<file path="src/rtl/sqrt_pkg.sv">
// Shared types and constants for the vector-magnitude front-end
// and the sqrt_newton core.
package sqrt_pkg;

    localparam int W_DEF = 16;

    typedef enum logic [2:0] {
        IDLE,
        SQ_A,
        SQ_B,
        ISSUE,
        WAIT
    } state_t;

    // Largest positive value of a signed 2w-bit result.
    function automatic logic [127:0] sat_max(input int w);
        return (128'd1 << (2 * w - 1)) - 128'd1;
    endfunction

endpackage

</file>
<file path="src/rtl/sq_serial.sv">
// Unsigned W x W shift-add multiplier, one multiplier bit per cycle.
// prod/fin are the running values including the current step.
module sq_serial
    import sqrt_pkg::*;
#(
    parameter int W = W_DEF
) (
    input  logic           clk,
    input  logic           rst,
    input  logic           load,
    input  logic [W-1:0]   op,
    output logic [2*W-1:0] prod,
    output logic           fin
);

    localparam int CW = (W > 1) ? $clog2(W) : 1;

    logic [2*W-1:0] mcand_q;
    logic [W-1:0]   mplier_q;
    logic [2*W-1:0] acc_q;
    logic [CW-1:0]  cnt_q;
    logic           run_q;

    assign prod = acc_q + (mplier_q[0] ? mcand_q : '0);
    assign fin  = run_q && (cnt_q == CW'(W - 1));

    always_ff @(posedge clk) begin
        if (rst) begin
            mcand_q  <= '0;
            mplier_q <= '0;
            acc_q    <= '0;
            cnt_q    <= '0;
            run_q    <= 1'b0;
        end else if (load) begin
            mcand_q  <= {{W{1'b0}}, op};
            mplier_q <= op;
            acc_q    <= '0;
            cnt_q    <= '0;
            run_q    <= 1'b1;
        end else if (run_q) begin
            acc_q    <= prod;
            mcand_q  <= mcand_q << 1;
            mplier_q <= mplier_q >> 1;
            cnt_q    <= cnt_q + CW'(1);
            run_q    <= !fin;
        end
    end

endmodule

</file>
<file path="src/rtl/mag_sq_feeder.sv">
// Computes a^2 + b^2 serially and hands it to sqrt_newton with a
// start pulse, holding the result until the core reports done.
module mag_sq_feeder
    import sqrt_pkg::*;
#(
    parameter int W = W_DEF
) (
    input  logic           clk,
    input  logic           rst,
    input  logic           in_valid,
    output logic           in_ready,
    input  logic [W-1:0]   a,
    input  logic [W-1:0]   b,
    output logic [2*W-1:0] x,
    output logic           start,
    input  logic           done,
    output logic           busy,
    output logic           ovf
);

    localparam logic [2*W-1:0] SAT = (2 * W)'(sat_max(W));

    function automatic logic [W-1:0] abs_w(input logic [W-1:0] v);
        return v[W-1] ? (~v + W'(1)) : v;
    endfunction

    state_t         state_q, state_d;
    logic [W-1:0]   b_abs_q, b_abs_d;
    logic [2*W-1:0] acc_q, acc_d;
    logic [2*W-1:0] x_q, x_d;
    logic           ovf_q, ovf_d;
    logic           start_q, start_d;
    logic           busy_q, busy_d;

    logic           mul_load;
    logic [W-1:0]   mul_op;
    logic [2*W-1:0] mul_prod;
    logic           mul_fin;
    logic [2*W:0]   sum;

    sq_serial #(.W(W)) u_mul (
        .clk  (clk),
        .rst  (rst),
        .load (mul_load),
        .op   (mul_op),
        .prod (mul_prod),
        .fin  (mul_fin)
    );

    assign sum      = {1'b0, acc_q} + {1'b0, mul_prod};
    assign in_ready = (state_q == IDLE);
    assign x        = x_q;
    assign ovf      = ovf_q;
    assign start    = start_q;
    assign busy     = busy_q;

    always_comb begin
        state_d  = state_q;
        b_abs_d  = b_abs_q;
        acc_d    = acc_q;
        x_d      = x_q;
        ovf_d    = ovf_q;
        start_d  = 1'b0;
        mul_load = 1'b0;
        mul_op   = b_abs_q;
        unique case (state_q)
            IDLE: if (in_valid) begin
                b_abs_d  = abs_w(b);
                acc_d    = '0;
                mul_load = 1'b1;
                mul_op   = abs_w(a);
                state_d  = SQ_A;
            end
            SQ_A: if (mul_fin) begin
                // Bank a^2 and reuse the multiplier for b^2.
                acc_d    = mul_prod;
                mul_load = 1'b1;
                state_d  = SQ_B;
            end
            SQ_B: if (mul_fin) begin
                if (sum > {1'b0, SAT}) begin
                    x_d   = SAT;
                    ovf_d = 1'b1;
                end else begin
                    x_d   = sum[2*W-1:0];
                    ovf_d = 1'b0;
                end
                start_d = 1'b1;
                state_d = ISSUE;
            end
            ISSUE: state_d = WAIT;
            WAIT: if (done) state_d = IDLE;
            default: state_d = IDLE;
        endcase
        busy_d = (state_d != IDLE);
    end

    always_ff @(posedge clk) begin
        if (rst) begin
            state_q <= IDLE;
            b_abs_q <= '0;
            acc_q   <= '0;
            x_q     <= '0;
            ovf_q   <= 1'b0;
            start_q <= 1'b0;
            busy_q  <= 1'b0;
        end else begin
            state_q <= state_d;
            b_abs_q <= b_abs_d;
            acc_q   <= acc_d;
            x_q     <= x_d;
            ovf_q   <= ovf_d;
            start_q <= start_d;
            busy_q  <= busy_d;
        end
    end

endmodule
</file>
<file path="config.mk">
export PLATFORM = sky130hd
export DESIGN_NAME = mag_sq_feeder
export DESIGN_NICKNAME = d
export VERILOG_FILES = /design/src/rtl/sqrt_pkg.sv /design/src/rtl/sq_serial.sv /design/src/rtl/mag_sq_feeder.sv
export SDC_FILE = /design/constraint.sdc
export NUM_CORES = 1
export LEC_CHECK = 0
export CORE_ASPECT_RATIO = 1.1
export CORE_MARGIN = 5
export CORE_UTILIZATION = 30
export DETAILED_ROUTE_END_ITERATION = 8
export SLEW_MARGIN = 5
export SYNTH_ARGS = -nofsm -noshare
export SYNTH_HDL_FRONTEND = slang
export SYNTH_HIERARCHICAL = 1
export SYNTH_SLANG_ARGS = --single-unit
</file>
<file path="constraint.sdc">
create_clock -name clk -period 12.5 [get_ports clk]
set_input_delay 2.5 -clock clk [delete_from_list [all_inputs] [get_ports clk]]
set_output_delay 2.5 -clock clk [all_outputs]
set_load 0.01 [all_outputs]
</file>
==> results of run 1 <==
cells by family (layout without fill, tap and decap cells):
logic type                 after synthesis  after routing  synth area share (%)
buffers and inverters                  123            150                  4.77
DFF                                    171            171                  30.8
and+or+nand+nor                        455            455                  19.6
other                                    0              1                     0
muxes                                   65             65                  6.20
xor gates and xnor gates                81             81                  6.39
AOI/OAI and AO/OA                      384            384                  24.4
adders and majority gates               68             68                  7.80
stage by stage:
stage                     power, mW  cells  worst slack (ns)  util [%]  area [um2]
final                          1.25   1869              6.67      34.6       12700
after CTS                      1.27   1868              6.62      34.6       12700
after global routing           1.30   1868              6.19      34.6       12700
after detailed placement      0.714   1836              6.38      32.9       12100
after floorplan               0.675   1347              7.92         -       11100
after global placement        0.712   1836              6.40      32.9       12100
placed cells by master, fill, tap and decap left out, types with 17 or more instances in the layout:
cell type | Yosys | final
mux2_2 | 30 | 30
a211oi_2 | 29 | 29
inv_1 | 38 | 37
dfxtp_1 | 171 | 170
a21oi_1 | 127 | 126
o21a_1 | 39 | 39
xnor2_1 | 38 | 38
clkdlybuf4s50_1 | 0 | 70
o21ai_0 | 48 | 48
nand3_1 | 51 | 51
a21o_1 | 32 | 32
xor2_1 | 43 | 43
a211oi_1 | 22 | 22
nor3_1 | 18 | 18
ha_1 | 66 | 66
nor2_1 | 135 | 135
and2_1 | 40 | 40
mux2i_1 | 35 | 35
nand2_1 | 126 | 126
clkbuf_16 | 0 | 17
flip-flops by register name, summed over array words and instances, names as in the netlist:
signal,flops
ovf,1
x,32
state_q,3
u_mul/cnt_q,4
acc_q,32
u_mul/mplier_q,16
start,1
u_mul/acc_q,32
b_abs_q,16
u_mul/run_q,1
u_mul/mcand_q,32
busy,1
power by group:
part / total [mW] / switching, mW / leakage (nW) / internal [mW]
sequential: 0.574 / 0.0136 / 1.39 / 0.560
combinational: 0.127 / 0.0734 / 3.31 / 0.0533
clock: 0.552 / 0.249 / 0.294 / 0.304
total: 1.25 / 0.336 / 4.99 / 0.917
worst max-delay path by stage:
stage               cells past startpoint                      endpoint
floorplan                              11  u_mul/acc_q[10]$_SDFFE_PP0P_
global placement                       10  u_mul/acc_q[29]$_SDFFE_PP0P_
detailed placement                     10  u_mul/acc_q[29]$_SDFFE_PP0P_
CTS                                    20             x[1]$_SDFFE_PP0P_
global route                           20             x[1]$_SDFFE_PP0P_
finish                                 20             x[2]$_SDFFE_PP0P_
tightest hold or removal path: cells and delay by family (launching register included):
family	cells	cell delay [ns]
compound gates	1	0.05
flops	1	0.30
simple gates	1	0.06
per-layer routing:
layer / GRT usage (%) / part of all wire, %
met1: 17.8 / 47
met2: 22.1 / 46
met3: 2.72 / 5.1
met4: 3.47 / 1.6
met5: 0 / 0
area by class of cell:
type	count	area share [%]
multi-input combinational	1053	56.3
sequential	171	26.9
timing repair buffer	80	6.09
tap	494	4.85
clock buffer	17	3.34
clock inverter	15	1.43
inverter	38	1.12
antenna	1	0.0196
==> summary.md, run 1 <==
| Metric | Value |
|---|---|
| Status | completed |
| Share of the synthesized area in the top cell type | 30.8% |
| CTS Buf Count | 17 |
| WP data required | approximately 13 ns |
| Worst r2r dst | x[2]$_SDFFE_PP0P_ |
| Drt pass-1 iters | 5 |
| Total Nets Final | 1465 |
| H-tree depth | 4 |
| Yosys reg bits | roughly 170 |
| Routability Congestion | around 0.88 |
| Final ANT Viol Nets | 0 |
| Cells along the critical path | and2_1 -> ha_1 -> fa_1 -> a21o_1 -> a221oi_2 -> o21ai_0 -> or4b_1 -> a21oi_1 -> nor2_1 -> xnor2_1 -> ha_1 -> and3_1 -> and2_1 -> nand2_1 -> o21ai_0 -> o311ai_4 -> o32ai_2 -> nor3_4 -> buf_4 -> a211oi_2 |
| Die height | 212 um |
| Synthesized area | 11100 um2 |
| Slew @ Worst Pin | 0.916 ns |
| Critical path data arrival time | between 6 and 7 ns |
| Primary FF master, synth | dfxtp_1 |
| Seq/Total Area, Yosys | between 30% and 40% |
| Area contributors post-synth | dfxtp_1, ha_1, a21oi_1, nor2_1, nand2_1 |
| Reg2Reg Setup Slack | ~6.7 ns |
| CTS root buf | clkbuf_16 |
| Max_slew headroom | about two fifths |
| Number of flops mapped to enable cells by yosys | 0 |
| First-pass GRT wire length | ~46 mm |
| Hold_sp | b_abs_q[8]$_SDFFE_PP0P_ |
| Critical path's largest stage delay | 0.90 ns |
| Area of the multi-input gates | between 7000 and 8000 um2 |
| Final setup viols | 0 |
| Grt total ovfl | 0 |
| Cts repair resizes | 0 |
| Sequential cell area | between 3000 and 4000 um2 |
| Final Critical Period | roughly 6 ns |
| HPWL after DPL | ~21 mm |
| Slowest stage cell, crit path | dfxtp_1 |
| CP top delay family | compound AO/OA/AOI/OAI gates |
| Port buffer count | 71 |
| Library cells used by synthesis | 86 |
| Max Cap Viol | 0 |
| Startpoint types | register |
| Starting density of the core | 30.1% |
| CTS tree | built |
| Vias in the first global route | ~9000 |
| Layout cells sized above 1 | 9.83% |
| Via count | roughly 9500 |
| Largest net degree at the start of global routing | 87 |
| Critical Path Sink Type | register |
| Starting DRC count in detailed routing | 751 |
| Initial antenna violation count | 1 |
| Unrepaired setup endpoints after global routing | no |
| Setup Fix Bufs, Post-CTS | 0 |
| Count leader, synth | dfxtp_1 |
| Hold crit path type | reg2reg |
| Die area | between 40000 and 50000 um2 |
| Post-route clock period utilization | 46.7% |
| Setup TNS | 0 ns |
| Syn Nets | 1451 |
| Clock Latency Late Sink | around 0.44 ns |
| Hold EP | b_abs_q[8]$_SDFFE_PP0P_ |
| Leakage | about 5 nW |
| Hold Buf Count CTS | 0 |
| CTS Sinks | 171 |
| Gr usage total | a little over an eighth |
| Synth Instances | 1347 |
| Hold Fails Final Rpt | 0 |
| Via density | between 5 and 6 |
| I/O Pins | 72 |
| CTS Buffer Depth | 2 |
| Core ar. | around 37000 um2 |
| YS warnings | 6 |
| Area leader, netlist | dfxtp_1 |
| Maximum clock frequency | about 0.17 GHz |
| FP Rows | 74 |
| FF-to-FF Start | u_mul/mplier_q[0]$_SDFFE_PP0P_ |
| Pwr Density | about 98 nW/um2 |
| Final Skew | 0.0128 ns |
| Reg2Reg Depth | 20 |
| Die Wd | around 190 um |
| Synth cell count leaders | dfxtp_1, nor2_1, a21oi_1, nand2_1, ha_1 |
| Hold Slack | around 0.46 ns |
| Routed wire length | about 28 mm |
| CP startpoint | u_mul/mplier_q[0]$_SDFFE_PP0P_ |
| Hold path cells | 2 |
| DR WL/cell | about 15 um |
| Reg clk slew, reported paths | roughly 0.070 ns |
| Pins Over Slew Limit | 0 |
| CP Class | reg2reg |
| Synth Area per Inst | between 8 and 9 um2 |
| Ys async rst share | 0% |
| DRC | 0 |
| Area grow syn2layout | 14.7% |
| Worst path buffer plus inverter count | 1 |
| Worst VDD drop | 0.0892 mV |
| Worst-path fanout max | 33 |
| Filler cells | 3909 |
No activity file was read; power rests on OpenSTA's default activity.
==> inputs of run 2 (changes only) <==
==> constraint.sdc (replaced) <==
create_clock -name clk -period 5.4 [get_ports clk]
set_input_delay 1.08 -clock clk [delete_from_list [all_inputs] [get_ports clk]]
set_output_delay 1.08 -clock clk [all_outputs]
set_load 0.01 [all_outputs]
==> run 2 against run 1 <==
- cell area grew 0.75%
- combinational power grew 140%
- clock power grew 130%
- highest routed layer unchanged
- sequential power grew 130%
- setup slack lost 6.3 ns
- clock skew grew 0.0016 ns
- final cell count grew 0.48%
- largest power group unchanged
==> summary.md, run 2 (synthesis results as in run 1) <==
| Metric | Value |
|---|---|
| Slew @ Worst Pin | ~0.75 ns |
| FP Rows | 74 |
| Grt total ovfl | 0 |
| Maximum clock frequency | 0.199 GHz |
| Die height | approximately 210 um |
| Starting density of the core | 30.1% |
| Filler cells | 3950 |
| HPWL after DPL | around 21 mm |
| CTS Buf Count | 17 |
| Via count | between 9000 and 10000 |
| Max_slew headroom | 49.6% |
| Gr usage total | ~14% |
| Critical Path Sink Type | register |
| H-tree depth | 4 |
| Final Critical Period | 5.03 ns |
| Worst-path fanout max | 17 |
| Core ar. | ~37000 um2 |
| Vias in the first global route | roughly 9400 |
| Reg2Reg Setup Slack | around 0.37 ns |
| Pins Over Slew Limit | 0 |
| Max Cap Viol | 0 |
| Setup TNS | 0 ns |
| Pwr Density | between 200 and 250 nW/um2 |
| N_diodes | 0 |
| Final ANT Viol Nets | 0 |
| Largest net degree at the start of global routing | 86 |
| Drt pass-1 iters | 5 |
| Routed wire length | around 28 mm |
| Routability Congestion | roughly 0.89 |
| Post-route clock period utilization | 93.1% |
| Leakage | slightly above 5 nW |
| Initial antenna violation count | 0 |
| Unrepaired setup endpoints after global routing | no |
| Total Nets Final | around 1500 |
| Via density | approximately 5.1 |
| DRC | 0 |
| Final setup viols | 0 |
| CTS Buffer Depth | 2 |
| Clock Latency Late Sink | approximately 0.43 ns |
| Die Wd | 193 um |
| CTS tree | built |
| Commonest non-fill, non-tap cells in the layout | dfxtp_1, nor2_1, nand2_1, a21oi_1, clkdlybuf4s50_1 |
| Port buffer count | 71 |
| Startpoint types | register |
| Most common cell after layout, fill and taps aside | dfxtp_1 |
| Layout cells sized above 1 | a little over a tenth |
| WP data required | approximately 5.7 ns |
| Area of the multi-input gates | around 7000 um2 |
| Critical path data arrival time | approximately 5.4 ns |
| First-pass GRT wire length | about 48 mm |
| Setup Fix Bufs, Post-CTS | 0 |
| Die area | about 41000 um2 |
| I/O Pins | 72 |
| Tot Pwr | 2.92 mW |
| Status | completed |
| CP Class | reg2reg |
| CTS root buf | clkbuf_16 |
| Area grow syn2layout | 15.6% |
| Final Skew | around 0.014 ns |
| Reg clk slew, reported paths | about 0.07 ns |
| Hold crit path type | reg2reg |
| DR WL/cell | between 15 and 20 um |
| CTS Sinks | around 170 |
| Worst VDD drop | ~0.18 mV |
| Sequential cell area | 3430 um2 |
| Starting DRC count in detailed routing | between 400 and 500 |
| Hold Fails Final Rpt | 0 |
## run 2: path summary, 6_finish.rpt
kind | to | start | cells past startpoint
setup reg to reg | x[1]$_SDFFE_PP0P_ | u_mul/mplier_q[0]$_SDFFE_PP0P_ | 18
hold / removal | acc_q[21]$_SDFFE_PP0P_ | acc_q[21]$_SDFFE_PP0P_ | 2
hold reg to reg | acc_q[21]$_SDFFE_PP0P_ | acc_q[21]$_SDFFE_PP0P_ | 2
setup / recovery | x[1]$_SDFFE_PP0P_ | u_mul/mplier_q[0]$_SDFFE_PP0P_ | 18
## run 2: layout make-up
type	count	share of cell area, %
multi-input combinational	1053	55.9
tap	494	4.82
clock buffer	17	3.31
clock inverter	15	1.44
timing repair buffer	90	6.73
sequential	171	26.7
inverter	38	1.11
## run 2: routing by layer
metal  up-vias  track usage (%)  wire length [um]
met5         -                0                 0
met4         0             3.52               392
met3        30             2.12               784
met2       170             23.9             13800
met1      4488             17.8             13300
li1       4862                -                 -
## run 2: metrics by stage
step	setup slack (ns)	hold slack, ns	area [um2]	util, %	cells
after CTS	0.284	0.458	12800	34.8	1878
after detailed placement	0.300	0.449	12200	33.2	1846
after global routing	0.00457	0.467	12800	34.8	1878
final	0.370	0.457	12800	34.8	1878
after floorplan	0.852	0.432	11100	-	1347
after global placement	0.359	0.441	12200	33.2	1846
## run 2: power by group
group | switching, mW | total [mW] | internal, mW | leakage (nW)
clock network | 0.556 | 1.29 | 0.739 | 0.301
registers | 0.0269 | 1.32 | 1.30 | 1.39
logic | 0.177 | 0.305 | 0.128 | 3.37
## run 2: timing repair
action	4_1_cts	5_1_grt
gates resized for setup	0	3
endpoints found under the setup margin	0	27
hold buffers	0	0
## run 2: worst max-delay path, cell delays in order, from the launching register on
cell      delay, ns
dfxtp_1        0.34
and2_1         0.15
ha_1           0.22
fa_1           0.42
a21o_1         0.23
a221oi_2       0.37
o21ai_1        0.20
a211oi_1       0.32
xnor2_1        0.26
ha_1           0.40
a21oi_1        0.25
o21ai_0        0.21
a22oi_2        0.21
o41ai_2        0.16
o211a_1        0.26
o32ai_2        0.37
nor3_4         0.09
buf_4          0.23
a211oi_1       0.24
==> inputs of run 3 (changes only) <==
--- a/config.mk
+++ b/config.mk
@@ -6,9 +6,10 @@
 export NUM_CORES = 1
 export LEC_CHECK = 0
 export CORE_ASPECT_RATIO = 1.1
-export CORE_MARGIN = 5
+export CORE_MARGIN = 3
 export CORE_UTILIZATION = 30
 export DETAILED_ROUTE_END_ITERATION = 8
+export PLACE_DENSITY_LB_ADDON = 0.3
 export SLEW_MARGIN = 5
 export SYNTH_ARGS = -nofsm -noshare
 export SYNTH_HDL_FRONTEND = slang
==> constraint.sdc (replaced) <==
create_clock -name clk -period 4.65 [get_ports clk]
set_input_delay 0.93 -clock clk [delete_from_list [all_inputs] [get_ports clk]]
set_output_delay 0.93 -clock clk [all_outputs]
set_load 0.01 [all_outputs]
==> run 3 against run 2 <==
- critical endpoint is now x[3]$_SDFFE_PP0P_
- global-route usage grew 1.3 points
- total power grew 17%
- setup slack lost 0.37 ns
- core utilization grew 4.3 points
- non-clock buffer count grew 116
- critical path depth grew 1
- final cell count grew 5.8%
- sequential power grew 17%
==> summary.md, run 3 (synthesis results as in run 1) <==
| Metric | Value |
|---|---|
| CTS Buffer Depth | 2 |
| Drt pass-1 iters | 5 |
| Tot Pwr | 3.42 mW |
| Layout cells sized above 1 | between 20 and 25% |
| Slew @ Worst Pin | between 0.7 and 0.8 ns |
| Starting density of the core | a little under a third |
| WL met1 | ~14 mm |
| Critical Path Sink Type | register |
| Setup WS pre-CTS | -0.0896 ns |
| Unrepaired setup endpoints after global routing | yes |
| Commonest non-fill, non-tap cells in the layout | dfxtp_1, nor2_1, buf_4 |
| Slowest stage cell, crit path | dfxtp_4 |
| Total Nets Final | ~1600 |
| DRC | 0 |
| Worst path buffer plus inverter count | 2 |
| Filler cells | between 3000 and 4000 |
| Max_slew headroom | between 40% and 50% |
| Core ar. | between 30000 and 40000 um2 |
| Gr usage total | 15.0% |
| CTS Buf Count | 17 |
| N_diodes | 0 |
| Final WS setup | 0.00366 ns |
| H-tree depth | 4 |
| First-pass GRT wire length | roughly 49 mm |
| CP top delay family | compound AO/OA/AOI/OAI gates |
| CP most frequent cell | a21o_1 |
| Reg clk slew, reported paths | 0.07 ns |
| Post-route clock period utilization | between 90% and 100% |
| Hold Fails Final Rpt | 0 |
| Final ANT Viol Nets | 0 |
| Setup TNS | 0 ns |
| Met2 wire len | approximately 15 mm |
| Final setup viols | 0 |
| Die Wd | between 150 and 200 um |
| Clock Latency Late Sink | 0.44 ns |
| FP Rows | 73 |
| DR top layer | met4 |
| WP data required | just under 5 ns |
| Die area | approximately 39000 um2 |
| Worst-path fanout max | 12 |
| Layout Utilization | 39.1% |
| Final Skew | around 0.012 ns |
| Worst VDD drop | between 0.2 and 0.3 mV |
| Met3 wire length | 913 um |
| Cells along the critical path | buf_12 -> and2_4 -> ha_4 -> a21o_1 -> o21bai_2 -> o2111a_2 -> o31a_1 -> a31oi_2 -> xnor2_1 -> ha_1 -> a21o_1 -> a21o_1 -> a21oi_2 -> nand2b_1 -> o311ai_4 -> o32ai_4 -> nor3_4 -> buf_6 -> a211oi_2 |
| Area grow syn2layout | 28.0% |
| Initial antenna violation count | 1 |
| I/O Pins | 72 |
| Via count | 10009 |
| CTS tree | built |
| Max Cap Viol | 0 |
| Pwr Density | 241 nW/um2 |
| Grt total ovfl | 0 |
| Placed Cells | about 1900 |
| CTS Sinks | 171 |
| CP startpoint | u_mul/mplier_q[0]$_SDFFE_PP0P_ |
| Hold crit path type | reg2reg |
| Startpoint types | register |
| Maximum clock frequency | 0.215 GHz |
| Pins Over Slew Limit | 0 |
| CP Class | reg2reg |
| Die height | approximately 210 um |
| Final Critical Period | ~4.6 ns |
| Status | completed |
| Hold_sp | b_abs_q[0]$_SDFFE_PP0P_ |
| Routability Congestion | around 0.93 |
| Vias in the first global route | between 9000 and 10000 |
| FF-to-FF Start | u_mul/mplier_q[0]$_SDFFE_PP0P_ |
| Starting DRC count in detailed routing | ~480 |
| DR WL/cell | about 15 um |
| Largest net degree at the start of global routing | 66 |
| Most common cell after layout, fill and taps aside | dfxtp_1 |
| HPWL after DPL | around 23 mm |
| CTS root buf | clkbuf_16 |
| Port buffer count | between 70 and 80 |
| Critical path data arrival time | between 4 and 5 ns |
| Finished Layout Cells | just under 2000 |
| Via density | 5.04 |
| Leakage | 5.66 nW |
| Reg2Reg Setup Slack | 0.004 ns |
| Routed wire length | 30.6 mm |
| Critical path's largest stage delay | between 0.4 and 0.5 ns |
run 3: final cells by class:
class | instances | area [um2] | share of cell area [%]
multi-input combinational | 1053 | 7650 | 53.8
sequential | 171 | 3430 | 24.1
timing repair buffer | 206 | 1780 | 12.5
tap | 487 | 609 | 4.29
clock buffer | 18 | 450 | 3.17
clock inverter | 14 | 160 | 1.13
inverter | 38 | 143 | 1.00
run 3: metrics by stage:
| step | instance area, um2 | hold slack, ns |
|---|---|---|
| floorplan | 11100 | 0.432 |
| global placement | 13000 | 0.441 |
| detailed placement | 13000 | 0.450 |
| CTS | 13700 | 0.458 |
| global route | 14200 | 0.478 |
| finish | 14200 | 0.457 |
run 3: tightest hold or removal path, stage by stage (launching register included):
cell and delay (ns):
dfxtp_1 0.30, nand2_1 0.06, a21oi_1 0.05
run 3: final timing paths:
kind / end / cells past startpoint
max: x[3]$_SDFFE_PP0P_ / 19
min reg2reg: b_abs_q[0]$_SDFFE_PP0P_ / 2
max reg2reg: x[3]$_SDFFE_PP0P_ / 19
min: b_abs_q[0]$_SDFFE_PP0P_ / 2
run 3: routing by layer:
layer | track usage (%) | vias to the layer above
li1 | - | 5096
met1 | 18.8 | 4721
met2 | 26.5 | 163
met3 | 2.53 | 29
met4 | 4.05 | 0
met5 | 0 | -
run 3: what timing repair did:
action                                  4_1_cts  5_1_grt
pin swaps                                    11       38
gates cloned                                  1        2
buffers inserted                              6       11
hold buffers                                  0        0
endpoints found under the setup margin       31       32
resized for setup                            23       78
run 3: report_power, final:
part	leakage (nW)	switching, mW	internal [mW]
registers	1.39	0.0342	1.51
logic	3.97	0.211	0.165
clock network	0.302	0.667	0.838
total	5.66	0.912	2.51
